--- src/rtl/code_pkg.sv ---
// Shared definitions for the dual event counter.
//   CODE_WIDTH : default width of each event counter
//   code_cnt_t : counter value type at the default width
package code_pkg;

  localparam int CODE_WIDTH = 64;

  typedef logic [CODE_WIDTH-1:0] code_cnt_t;

endpackage

--- src/rtl/code_counter.sv ---
// Single event counter: synchronous-reset register plus incrementer.
// Ports:
//   Clk   : rising-edge clock
//   Reset : synchronous, active-high clear (has priority over Inc)
//   Inc   : increment strobe, adds 1 on the next rising edge
//   Q     : registered count, wraps modulo 2^WIDTH
module code_counter
  import code_pkg::*;
#(
  parameter int WIDTH = CODE_WIDTH
) (
  input  logic             Clk,
  input  logic             Reset,
  input  logic             Inc,
  output logic [WIDTH-1:0] Q
);

  // Initialiser gives a defined value before the first reset.
  logic [WIDTH-1:0] count = '0;

  always_ff @(posedge Clk) begin
    if (Reset) begin
      count <= '0;
    end else if (Inc) begin
      // Natural modulo-2^WIDTH wrap; no saturation.
      count <= count + WIDTH'(1);
    end
  end

  assign Q = count;

endmodule

--- src/rtl/code.sv ---
// Dual event counter with a selector. Each enabled cycle is steered by Slt
// to exactly one of two counters.
// Ports:
//   Clk     : rising-edge clock, single domain
//   Reset   : synchronous, active-high; clears both counters
//   Slt     : 0 -> count into Output0, 1 -> count into Output1
//   En      : count enable; 0 holds both counters
//   Output0 : counter 0 value, registered
//   Output1 : counter 1 value, registered
module code
  import code_pkg::*;
#(
  parameter int WIDTH = CODE_WIDTH
) (
  input  logic             Clk,
  input  logic             Reset,
  input  logic             Slt,
  input  logic             En,
  output logic [WIDTH-1:0] Output0,
  output logic [WIDTH-1:0] Output1
);

  logic inc0;
  logic inc1;

  // Strobes are mutually exclusive, so the two counters never step together.
  assign inc0 = En & ~Slt;
  assign inc1 = En &  Slt;

  code_counter #(.WIDTH(WIDTH)) u_cnt0 (
    .Clk   (Clk),
    .Reset (Reset),
    .Inc   (inc0),
    .Q     (Output0)
  );

  code_counter #(.WIDTH(WIDTH)) u_cnt1 (
    .Clk   (Clk),
    .Reset (Reset),
    .Inc   (inc1),
    .Q     (Output1)
  );

endmodule

--- config.mk ---
export PLATFORM = sky130hd
export DESIGN_NAME = code
export DESIGN_NICKNAME = d
export VERILOG_FILES = /design/src/rtl/code_pkg.sv /design/src/rtl/code_counter.sv /design/src/rtl/code.sv
export SDC_FILE = /design/constraint.sdc
export NUM_CORES = 1
export LEC_CHECK = 0
export CAP_MARGIN = 15
export CORE_ASPECT_RATIO = 0.5
export CORE_MARGIN = 2
export CORE_UTILIZATION = 55
export CTS_CLUSTER_SIZE = 8
export DETAILED_ROUTE_END_ITERATION = 8
export PLACE_DENSITY = 0.92
export SYNTH_ARGS = -nofsm -noshare
export SYNTH_HDL_FRONTEND = slang
export SYNTH_SLANG_ARGS = --single-unit
--- constraint.sdc ---
create_clock -name Clk -period 3.5 [get_ports Clk]
set_clock_uncertainty 0.05 [all_clocks]
set_input_delay 0.35 -clock Clk [delete_from_list [all_inputs] [get_ports Clk]]
set_output_delay 0.35 -clock Clk [all_outputs]
set_load 0.01 [all_outputs]
==> results_dict.tcl <==
set metrics [dict create \
    outcome "finished, final reports clean" \
    viasPerCell 6.24 \
    synth_seq_cells 128 \
    crit_path_start "u_cnt0.Q[12]$_SDFFE_PP0P_" \
    startpoint_type "flop" \
    synth_commonest_cells "dfxtp_1, nor2_1, a21oi_1" \
    hold_viol 0 \
    fillCellCount 737 \
    syn_inst 708 \
    yosysMostFrequentCell "dfxtp_1" \
    period_share 0.748 \
    dpl.hpwl_mm 11.3 \
    final_nets 848 \
    netlist_area_mm2 0.00609 \
    fmax_ghz 0.382 \
    utilization 0.751 \
    htree_levels 4 \
    yosys.area.top_type_share 0.421 \
    antenna_found_initial 0 \
    synthTopCellsByArea "dfxtp_1, xor2_1, nor2_1" \
    rsz0062_at_grt "false" \
    crit_type "flop to flop" \
    drt_wl_total_mm 17.6 \
    cts_tree "done" \
    drc_errors 0 \
    hold_ws_ps 453 \
    layout-drive-gt1-share 0.0713 \
    gp_routability_congestion 0.847 \
    vias 6236 \
    cp.required_ps 3790 \
    cellLeakagePower_nw 2.67 \
    min_path_type "flop to flop" \
    max_slew_margin 0.407 \
    p_per_area_mw_per_mm2 418 \
    synth_ff_type "dfxtp_1" \
    grt_remaining_overflow 0 \
    core_area_mm2 0.0109 \
    worst-path-max-fanout 10 \
    grt_pass1_wl_mm 28.6 \
    post_cts_buffers 0 \
    firstDrtPassIters 6 \
    synth_edf_count 0 \
    grt_max_degree 84 \
    drt_iter0_markers 517 \
    finalSetupViolCount 0 \
    avgSynthCellArea_um2 8.60 \
    ctsResizeCount 0 \
    hold_buffers 0 \
    min_period_ps 2620 \
    setup_tns_ps 0 \
    core.rowCount 27 \
    ant_nets 0 \
    initial_core_util 0.560 \
    numCtsBuffers 17 \
    yosysSeqAreaShare 0.421 \
    grt.total_usage 0.291 \
    detail_route.wl_per_cell_um 17.6 \
    cts.path.max_buffers 2 \
    die_w_um 153 \
    min_from "u_cnt0.Q[50]$_SDFFE_PP0P_" \
    grt_pass1_vias 5878 \
    postLayoutSetupSlackWorst_ps 884 \
    port_buffers 131 \
    die_h_um 78.4 \
    slew_viol_final 0 \
    area_delta_synth_final_pct 34.1 \
    yosys.area.top_type "dfxtp_1" \
    pre_cts_ws_ps 589 \
    ir_drop_mv 0.307 \
    clk_latency_ps 420 \
    clkSlewWorstSetupHoldPaths_ps 60 \
    worstMarginPinSlew_ps 890 \
    ios 132 \
    cts-root-buf "clkbuf_16" \
    r2r_start "u_cnt0.Q[12]$_SDFFE_PP0P_" \
    fp.dieArea_mm2 0.0120 \
    antenna_cells 0 \
    cap_violations 0 \
    yosys_warnings 0 \
    cp-end-kind "flop" \
    synth-async-reset-ratio 0 \
    cts.sinks 128 \
    syn_nets 714 \
    synth.distinct_cells 44 \
    critical_path_arrival_ps 2900 \
]
kinds of logic (layout without fill, tap and decap cells):
family                     Yosys count  count (layout)  synth area share
and+or+nand+nor                    354             354             0.341
DFF                                128             128             0.421
AOI/OAI and AO/OA                  121             121             0.114
xor gates and xnor gates            65              65            0.0934
buffers and inverters               36             183            0.0242
adders and majority gates            2               2           0.00411
muxes                                2               2           0.00349
per-layer routing:
layer  track usage  up-vias  wire (um)
met5             0        -          0
met4         0.123        0        469
met3        0.0530       55       1110
met2         0.515      293       8850
met1         0.353     3010       7190
li1              -     2878          -
placed cells by master, fill, tap and decap left out, types with 5 or more instances in the layout:
master	count
dfxtp_1	128
a21oi_1	59
nand3_1	49
clkbuf_16	17
buf_4	8
nor2_1	82
nand4_1	42
inv_1	12
and3_1	17
nor3_1	8
nor4_4	5
nand2_1	47
xor2_1	47
or3_1	31
clkdlybuf4s50_1	130
and2_1	6
o21ai_0	30
or4_1	28
xnor2_1	18
and4_1	10
o31ai_1	27
per-stage QoR:
step | instances | power (mW) | cell area, um^2
after floorplan | 708 | 1.53 | 6090
after global placement | 968 | 1.54 | 7540
after detailed placement | 968 | 1.54 | 7540
after CTS | 1000 | 3.42 | 8170
after global routing | 1000 | 3.49 | 8170
final | 1000 | 3.42 | 8170
area by class of cell:
cell class | count | area, um^2 | share of cell area
sequential | 128 | 2560 | 0.314
clock buffer | 19 | 443 | 0.0542
inverter | 13 | 48.8 | 0.00598
tap | 145 | 181 | 0.0222
clock inverter | 13 | 188 | 0.0230
multi-input combinational | 544 | 3380 | 0.414
timing repair buffer | 138 | 1360 | 0.167
report_power, final:
group | switching (mW) | internal (mW) | total [mW]
sequential | 0.00423 | 1.46 | 1.46
clock | 0.689 | 1.21 | 1.90
combinational | 0.0353 | 0.0148 | 0.0501
final timing paths:
check / endpoint / slack [ps] / cells past startpoint
hold reg to reg: u_cnt0.Q[50]$_SDFFE_PP0P_ / 450 / 2
hold / removal: u_cnt0.Q[50]$_SDFFE_PP0P_ / 450 / 2
setup / recovery: u_cnt0.Q[57]$_SDFFE_PP0P_ / 880 / 5
setup reg to reg: u_cnt0.Q[57]$_SDFFE_PP0P_ / 880 / 5
critical path, stage by stage, from the launching register on:
cell     delay, ps
dfxtp_1        430
nand4_1        290
nor4_4         640
nand4_2        400
or4_1          570
a21oi_1        160
registers in the layout (all words and copies together), names as in the netlist:
name / flops
u_cnt1.Q: 64
u_cnt0.Q: 64
No activity file was read; power rests on OpenSTA's default activity.
